## src/rtl/alu_share_pkg.sv

```systemverilog
// alu_share_pkg: shared constants and types for the shared add/sub arbiter
// Provides the ADD op code, the FSM state type, default widths and the request bundle.
package alu_share_pkg;
    localparam int WIDTH_DEF = 16;
    localparam int OPW_DEF   = 4;
    localparam logic [OPW_DEF-1:0] OP_ADD = 4'd0;
    typedef enum logic {CFG, RUN} state_t;
    typedef struct packed {
        logic [OPW_DEF-1:0]   op;
        logic [WIDTH_DEF-1:0] a;
        logic [WIDTH_DEF-1:0] b;
    } req_t;
endpackage

```

## src/rtl/alu_addsub.sv

```systemverilog
// alu_addsub: registered add/subtract stage with load enable
// Ports: clk, rst_n (async active-low), load (capture new result), op (0 = add,
// otherwise subtract), a, b (operands), result (registered, modulo 2^WIDTH).
module alu_addsub
    import alu_share_pkg::*;
#(
    parameter int WIDTH = WIDTH_DEF,
    parameter int OPW   = OPW_DEF
) (
    input  logic             clk,
    input  logic             rst_n,
    input  logic             load,
    input  logic [OPW-1:0]   op,
    input  logic [WIDTH-1:0] a,
    input  logic [WIDTH-1:0] b,
    output logic [WIDTH-1:0] result
);
    always_ff @(posedge clk or negedge rst_n) begin
        if (!rst_n)
            result <= '0;
        else if (load)
            result <= (op == OPW'(OP_ADD)) ? a + b : a - b;
    end
endmodule

```

## src/rtl/alu_share_arb.sv

```systemverilog
// alu_share_arb: round-robin arbiter sharing one add/sub datapath between two requesters
// Ports: clk, rst_n (async active-low); reqN_valid/ready/op/a/b for requesters 0 and 1;
// rsp_valid/ready/id/data result channel; cfg_done (config phase over);
// issue_count (saturating count of accepted operations).
module alu_share_arb
    import alu_share_pkg::*;
#(
    parameter int WIDTH = WIDTH_DEF,
    parameter int OPW   = OPW_DEF,
    parameter int CNTW  = 16
) (
    input  logic             clk,
    input  logic             rst_n,
    input  logic             req0_valid,
    output logic             req0_ready,
    input  logic [OPW-1:0]   req0_op,
    input  logic [WIDTH-1:0] req0_a,
    input  logic [WIDTH-1:0] req0_b,
    input  logic             req1_valid,
    output logic             req1_ready,
    input  logic [OPW-1:0]   req1_op,
    input  logic [WIDTH-1:0] req1_a,
    input  logic [WIDTH-1:0] req1_b,
    output logic             rsp_valid,
    input  logic             rsp_ready,
    output logic             rsp_id,
    output logic [WIDTH-1:0] rsp_data,
    output logic             cfg_done,
    output logic [CNTW-1:0]  issue_count
);
    state_t           state, state_next;
    logic [OPW-1:0]   op_reg;
    logic             prio;
    logic             grant;
    logic             can_accept;
    logic             accept;
    logic [OPW-1:0]   sel_op;
    logic [WIDTH-1:0] sel_a;
    logic [WIDTH-1:0] sel_b;
    logic [WIDTH-1:0] sum_q;

    always_ff @(posedge clk or negedge rst_n) begin
        if (!rst_n)
            state <= CFG;
        else
            state <= state_next;
    end

    // prio names the requester that wins a tie; a lone valid requester always wins
    always_comb begin
        state_next = RUN;
        can_accept = (state == RUN) && (!rsp_valid || rsp_ready);
        grant      = (req0_valid && req1_valid) ? prio : req1_valid;
        req0_ready = can_accept && !grant;
        req1_ready = can_accept && grant;
        accept     = grant ? req1_valid && req1_ready : req0_valid && req0_ready;
        sel_op     = grant ? req1_op : req0_op;
        sel_a      = grant ? req1_a : req0_a;
        sel_b      = grant ? req1_b : req0_b;
    end

    assign cfg_done = (state == RUN);

    always_ff @(posedge clk or negedge rst_n) begin
        if (!rst_n) begin
            op_reg      <= '0;
            prio        <= 1'b0;
            rsp_valid   <= 1'b0;
            rsp_id      <= 1'b0;
            issue_count <= '0;
            sum_q       <= '0;
        end else begin
            if (state == CFG)
                op_reg <= OPW'(OP_ADD);
            else if (accept)
                op_reg <= sel_op;
            if (accept) begin
                rsp_id <= grant;
                prio   <= !grant;
                sum_q  <= sel_a + sel_b;
                if (issue_count != '1)
                    issue_count <= issue_count + CNTW'(1);
            end
            rsp_valid <= accept || (rsp_valid && !rsp_ready);
        end
    end

    alu_addsub #(.WIDTH(WIDTH), .OPW(OPW)) u_alu (
        .clk    (clk),
        .rst_n  (rst_n),
        .load   (accept),
        .op     (sel_op),
        .a      (sel_a),
        .b      (sel_b),
        .result (rsp_data)
    );

    // sum_q exists only to state the add invariant against the operands captured at accept
    a_add_sum: assert property (@(posedge clk) disable iff (!rst_n)
        (rsp_valid && op_reg == OPW'(OP_ADD)) |-> (rsp_data == sum_q));
endmodule

```

## config.mk

```make
export PLATFORM = sky130hd
export DESIGN_NAME = alu_share_arb
export DESIGN_NICKNAME = d
export VERILOG_FILES = /design/src/rtl/alu_share_pkg.sv /design/src/rtl/alu_addsub.sv /design/src/rtl/alu_share_arb.sv
export SDC_FILE = /design/constraint.sdc
export NUM_CORES = 1
export LEC_CHECK = 0
export BUFFER_PORTS_ARGS = -buffer_cell sky130_fd_sc_hd__buf_2
export CAP_MARGIN = 20
export CORE_MARGIN = 10
export CORE_UTILIZATION = 51
export DETAILED_ROUTE_END_ITERATION = 8
export PLACE_DENSITY = 0.82
export SLEW_MARGIN = 20
export SYNTH_ARGS = -nofsm -noshare
export SYNTH_HDL_FRONTEND = slang
export SYNTH_SLANG_ARGS = --single-unit
```

## constraint.sdc

```tcl
create_clock -name clk -period 4.32 [get_ports clk]
set_input_delay 0.648 -clock clk [delete_from_list [all_inputs] [get_ports clk]]
set_output_delay 0.648 -clock clk [all_outputs]
set_load 0.01 [all_outputs]
```

Yosys cells after proc, flatten, opt, wreduce, memory -nomap -nowiden
Index checks and enable logic that the tools add are counted.
{"block": "classes", "n_addsub": 3, "eq_ne": 1, "mux": 6, "reduce_logical": 14}
{"op": "16-bit two-way mux", "n": 3}
{"op": "16-bit by 1-bit adder with 16-bit output, second input constant", "n": 1}
{"op": "16-bit adder", "n": 1}
{"op": "16-bit != test, second input constant", "n": 1}
{"op": "16-bit subtractor", "n": 1}
{"op": "1-bit logical AND", "n": 7}
{"op": "4-bit zero test", "n": 1}
{"op": "4-bit two-way mux", "n": 1}
{"op": "1-bit zero test", "n": 3}
{"op": "1-bit logical OR", "n": 2}
{"op": "1-bit two-way mux", "n": 2}
{"op": "2-bit AND reduction", "n": 1}
{"block": "totals", "reg_bits": 36, "output_inout_bits": 37, "elab_cells": 30}

Longest topological paths before layout
{"block": "logic_depth", "ltp_word": 7, "ltp_mapped": 16, "mapped_depth_nobuf": 15}

Cells and area by module
A second synthesis with hierarchy kept.
{"block": "hier_totals", "hier_cells": 325, "area_unflattened_um2": 3113.0}
{"mod": "alu_addsub", "instances": 1, "cells_each": 195, "area_each_um2": 1702.9}
{"mod": "alu_share_arb", "instances": 1, "cells_each": 130, "area_each_um2": 1410.1}

Least setup slack after synthesis
Ideal clock, no wire load.
{"block": "synth_path", "path_kind": "input -> register", "from": "input req1_valid", "to": "register u_alu.result[13]", "setup_ps": 130, "arrival_ps": 3457, "t_required_ps": 4190, "setup_slack_ps": 733, "path_stages": 15, "n_path_buf": 2, "path_cell_list": "buf_2 -> nand2_1 -> buf_4 -> mux2i_2 -> nand2_1 -> xor2_1 -> o21ai_0 -> ha_1 -> and3_1 -> and3_1 -> o31ai_4 -> a211oi_2 -> o41ai_2 -> xor2_1 -> o21ai_1"}
{"block": "synth_via", "elab_chain_len": 6}
{"item": "from (decl)", "line_no": "alu_share_arb.sv:19", "rtl": "input logic req1_valid,"}
{"item": "branches (longest 6 deep; another with 16-bit subtractor)"}
{"item": "to (signal assigned)", "line_no": "alu_addsub.sv:22", "rtl": "result <= (op == OPW'(OP_ADD)) ? a + b : a - b;"}
{"item": "to (decl)", "line_no": "alu_addsub.sv:16", "rtl": "output logic [WIDTH-1:0] result"}
Several ways; the timed one is not identified.
A chain may end at the register's enable or synchronous reset.

Final worst setup path
{"block": "layout_path", "from": "register prio", "to": "register u_alu.result[13]"}
{"block": "layout_via", "elab_chain_len": 5}
{"item": "from (decl)", "line_no": "alu_share_arb.sv:33", "rtl": "logic prio;"}
{"item": "from (signal assigned)", "line_no": "alu_share_arb.sv:79", "rtl": "prio <= !grant;"}
{"item": "1-bit two-way mux (*)", "line_no": "alu_share_arb.sv:53", "rtl": "grant = (req0_valid && req1_valid) ? prio : req1_valid;"}
{"item": "branches (longest 4 deep; another with 16-bit subtractor)"}
Every way passes the cells marked *.

==> PnR_summary.wiki <==
{| class="wikitable"
! Metric !! Value
|-
| Area share of the largest cell type after synthesis || 28.1%
|-
| Overall fraction of global-route tracks in use || 16.8%
|-
| Clock transition at the register clock pins on the worst setup and hold paths after CTS || 0.07 ns
|-
| Highest cell delay on the worst timing path || 0.51 ns
|-
| Synthesized area divided by synthesized cell count || 8.27 um2
|-
| Count of final setup violators || 0
|-
| Peak-usage layer in the global routing report || met2
|-
| Clock root buffer || sky130_fd_sc_hd__clkbuf_8
|-
| Synth Cell Area || 0.00321 mm2
|-
| Wirelength per Cell || 15.1 um
|-
| Critical-path cell list || nand2b_2, nand2_1, mux2i_2, nand2_1, xor2_1, o21ai_0, ha_1, and3_1, and3_1, o31ai_4, a211oi_2, o41ai_2, xor2_1, o21ai_1
|-
| Max-slew violation count || 0
|-
| Worst min-delay path class || in2async
|-
| Critical Path Source || prio$_DFFE_PN0P_
|-
| Portion of total power attributed to the clock network || 18.5%
|-
| Wire length of the first global-routing pass || 14,300 um
|-
| Final #Nets || 595
|-
| Area Overhead vs Synth || 22.8%
|-
| DR vias || 3,131
|-
| Most common library cell in the layout ignoring fill and taps || sky130_fd_sc_hd__buf_2
|-
| Category of the worst setup path capture point || flop
|-
| IO buf count || 113
|-
| Number of cells produced by synthesis || 388
|-
| Leakage power || 1.97 nW
|-
| Setup repair after global routing missed its margin || false
|-
| Post-synthesis cell type count || 56
|-
| Hold violation total from the final report || 0
|-
| Required @ worst endpoint || 4.47 ns
|-
| Number of DRC violations after detailed routing || 0
|-
| Post-detail-place hpwl || 7330 um
|-
| Post-synthesis mux area share || 6.00%
|-
| Routed Wire Length || 8680 um
|-
| Number of DRC violations after detailed-routing iteration 0 || 151
|-
| Pwr Density || 388 mW/mm2
|-
| Number of placed instances with taps included || 567
|-
| Internal power summed over all cells || 0.936 mW
|-
| Launch point of the worst reg-to-reg path || prio$_DFFE_PN0P_
|-
| Number of detailed-routing iterations run before antenna repair || 4
|-
| Chip height || 99.3 um
|-
| Share of the cycle needed by the critical path after routing || 85.2%
|-
| Initial cell density of the core || 53.3%
|-
| Synth Net Count || 484
|-
| Post-synthesis simple-gate area fraction || 24.8%
|-
| Part of the power in combinational logic || 48.5%
|-
| RePlAce Congestion || 0.930
|-
| Clock tree from TritonCTS || built
|-
| Largest delay share family, worst path || compound AO/OA/AOI/OAI gates
|-
| Most frequent cells in the layout || sky130_fd_sc_hd__buf_2 (113), sky130_fd_sc_hd__nand2_1 (86), sky130_fd_sc_hd__dfrtp_1 (36)
|-
| Headroom to the max-slew limit || 48.8%
|-
| Vias in the first global route || 3,104
|-
| Post-layout min period || 3.68 ns
|-
| Switching Power || 0.594 mW
|-
| Slowest stage cell on the critical path || sky130_fd_sc_hd__mux2i_2
|-
| Final core utilization || 65.4%
|-
| Synth warnings || 0
|-
| Clk_lat worst skew || 0.28 ns
|-
| Maximum number of pins on one net before global-route repair || 38
|-
| Overall die area || 0.00987 mm2
|-
| Area share of xor/xnor cells in the synthesized design || 13.6%
|-
| Startpoint Class || flop
|-
| Highest fanout seen on the critical path || 10
|-
| Type of the setup path with the least slack || reg2reg
|-
| Non-Filler Instances || 575
|-
| Highest ir drop seen on vdd || 0.272 mV
|-
| # Max-Cap Violations || 0
|-
| Number of flip-flops and latches in the synthesized netlist || 36
|-
| Global routing usage on met3 || 4.22%
|-
| Met2 track demand over resource || 27.5%
|-
| Library cell with the largest summed area after synthesis || sky130_fd_sc_hd__dfrtp_1
|-
| GR Util met1 || 21.3%
|-
| Post-CTS Setup Repair Bufs || 0
|-
| Post-route total power || 1.53 mW
|-
| I/O Pins || 114
|-
| Std cell rows || 28
|-
| TNS Setup || 0 ns
|-
| Run status || complete, no violations
|-
| Switching Fraction || 38.8%
|-
| CTS buffer count || 5
|-
| Die boundary width || 99.3 um
|-
| Complex-gate fraction of the synthesized area || 17.0%
|-
| Depth of the CTS H-tree || 2
|-
| Remaining antenna violation count after routing || 0
|-
| Leading cell types by total area after synthesis || sky130_fd_sc_hd__dfrtp_1 (28%), sky130_fd_sc_hd__nand2_1 (10%), sky130_fd_sc_hd__xnor2_1 (8.5%)
|-
| Initial antenna violation count || 0
|-
| CTS sink cnt || 36
|-
| Transition time at the pin with the least slew margin || 0.767 ns
|-
| DR vias/cell || 5.45
|-
| Cts repair resizes || 0
|-
| Number of flops mapped to enable cells by yosys || 0
|-
| Main combinational cell family by area after synthesis || simple AND/OR/NAND/NOR gates
|-
| Fraction of layout instances using a drive strength above 1 || 28.6%
|-
| Achievable Freq || 272 MHz
|-
| Sequential cell fraction of total power || 33.1%
|-
| Number of antenna cells inserted || 0
|-
| Asr flop ratio synth || 100%
|-
| Total core area || 0.00603 mm2
|-
| Portion of the post-synthesis area used by sequential elements || 28.1%
|-
| Dominant synthesized flop cell || sky130_fd_sc_hd__dfrtp_1
|-
| Number of hold buffers added after CTS || 0
|-
| Data arrival at the endpoint of the critical path || 3.83 ns
|-
| Remaining global-route overflow || 0
|-
| Adder-Cell Fraction of Synth Area || 7.64%
|-
| Skew final || 0.00368 ns
|-
| Buffers and inverters on the worst path || 0
|-
| Clock Tree Buf Depth || 2
|}
-- sequential cells by signal, indices dropped and copies added (netlist names) --
register,count
issue_count,16
u_alu.result,16
cfg_done,1
prio,1
rsp_id,1
rsp_valid,1
-- metrics by stage --
| step | hold slack, ns | area [um2] | setup slack, ns |
|---|---|---|---|
| 6_report | 0.435 | 3940 | 0.640 |
| 5_1_grt | 0.504 | 3940 | 0.351 |
| 4_1_cts | 0.471 | 3940 | 0.640 |
| 3_5_place_dp | 0.471 | 3830 | 0.369 |
| 3_3_place_gp | 0.460 | 3830 | 0.471 |
| 2_1_floorplan | 0.352 | 3210 | 0.733 |
-- metal layers --
metal  wire, um  part of all wire (%)
met5          0                     0
met3        566                   6.5
met1       3890                    45
met4        153                   1.8
met2       4060                    47
-- cell usage after synthesis, types with 2 or more instances --
library cell and n:
sky130_fd_sc_hd__mux2i_1 12, sky130_fd_sc_hd__o21ai_1 4, sky130_fd_sc_hd__nor4_1 5, sky130_fd_sc_hd__ha_1 18, sky130_fd_sc_hd__o311ai_1 2, sky130_fd_sc_hd__nand3b_1 2
sky130_fd_sc_hd__or3_1 9, sky130_fd_sc_hd__nand3_1 10, sky130_fd_sc_hd__buf_4 2, sky130_fd_sc_hd__o211ai_1 3, sky130_fd_sc_hd__mux2i_2 2, sky130_fd_sc_hd__nor4_4 2
sky130_fd_sc_hd__buf_2 6, sky130_fd_sc_hd__nor3_1 9, sky130_fd_sc_hd__inv_1 2, sky130_fd_sc_hd__clkbuf_1 6, sky130_fd_sc_hd__and3_1 8, sky130_fd_sc_hd__o21a_1 2
sky130_fd_sc_hd__and2_1 2, sky130_fd_sc_hd__a21oi_1 16, sky130_fd_sc_hd__dfrtp_1 36, sky130_fd_sc_hd__and4_1 2, sky130_fd_sc_hd__xor2_1 19, sky130_fd_sc_hd__o31a_1 3
sky130_fd_sc_hd__nand2b_1 2, sky130_fd_sc_hd__a31oi_1 7, sky130_fd_sc_hd__o21ai_0 24, sky130_fd_sc_hd__nand4_1 3, sky130_fd_sc_hd__a41oi_1 2, sky130_fd_sc_hd__nand2_1 86
sky130_fd_sc_hd__a21o_1 4, sky130_fd_sc_hd__xnor2_1 31, sky130_fd_sc_hd__nor2_1 23, sky130_fd_sc_hd__mux2_2 2
-- logic make-up after synthesis --
family	after synthesis
and+or+nand+nor	168
other	1
xor gates and xnor gates	50
AOI/OAI and AO/OA	80
buffers and inverters	17
adders and majority gates	19
muxes	17
DFF	36
-- final cells by class --
class | instances | area (um2)
clock buffers | 6 | 72.6
clock inverters | 2 | 35.0
fillers | 532 | 2080
inverters | 2 | 7.51
multi-input cells | 335 | 2220
flip-flops and latches | 36 | 901
well taps | 75 | 93.8
repair buffers | 119 | 611
-- power by group through the flow --
stage	logic (mW)	registers, mW	clock network (mW)
4_1_cts	0.748	0.506	0.287
5_1_grt	0.833	0.519	0.303
3_3_place_gp	0.727	0.507	0
6_report	0.741	0.506	0.283
3_5_place_dp	0.744	0.513	0
2_1_floorplan	0.445	0.550	0
-- final timing paths --
kind | endpoint | slack (ns) | depth (start not counted)
max | u_alu.result[13]$_DFFE_PN0P_ | 0.64 | 14
min | issue_count[10]$_DFFE_PN0P_ | 0.43 | 1
max reg2reg | u_alu.result[13]$_DFFE_PN0P_ | 0.64 | 14
min reg2reg | u_alu.result[14]$_DFFE_PN0P_ | 0.48 | 2
max in group asynchronous | u_alu.result[13]$_DFFE_PN0P_ | 3.39 | 1
min in group clk | u_alu.result[14]$_DFFE_PN0P_ | 0.48 | 2
(Power assumes the default switching activity.)
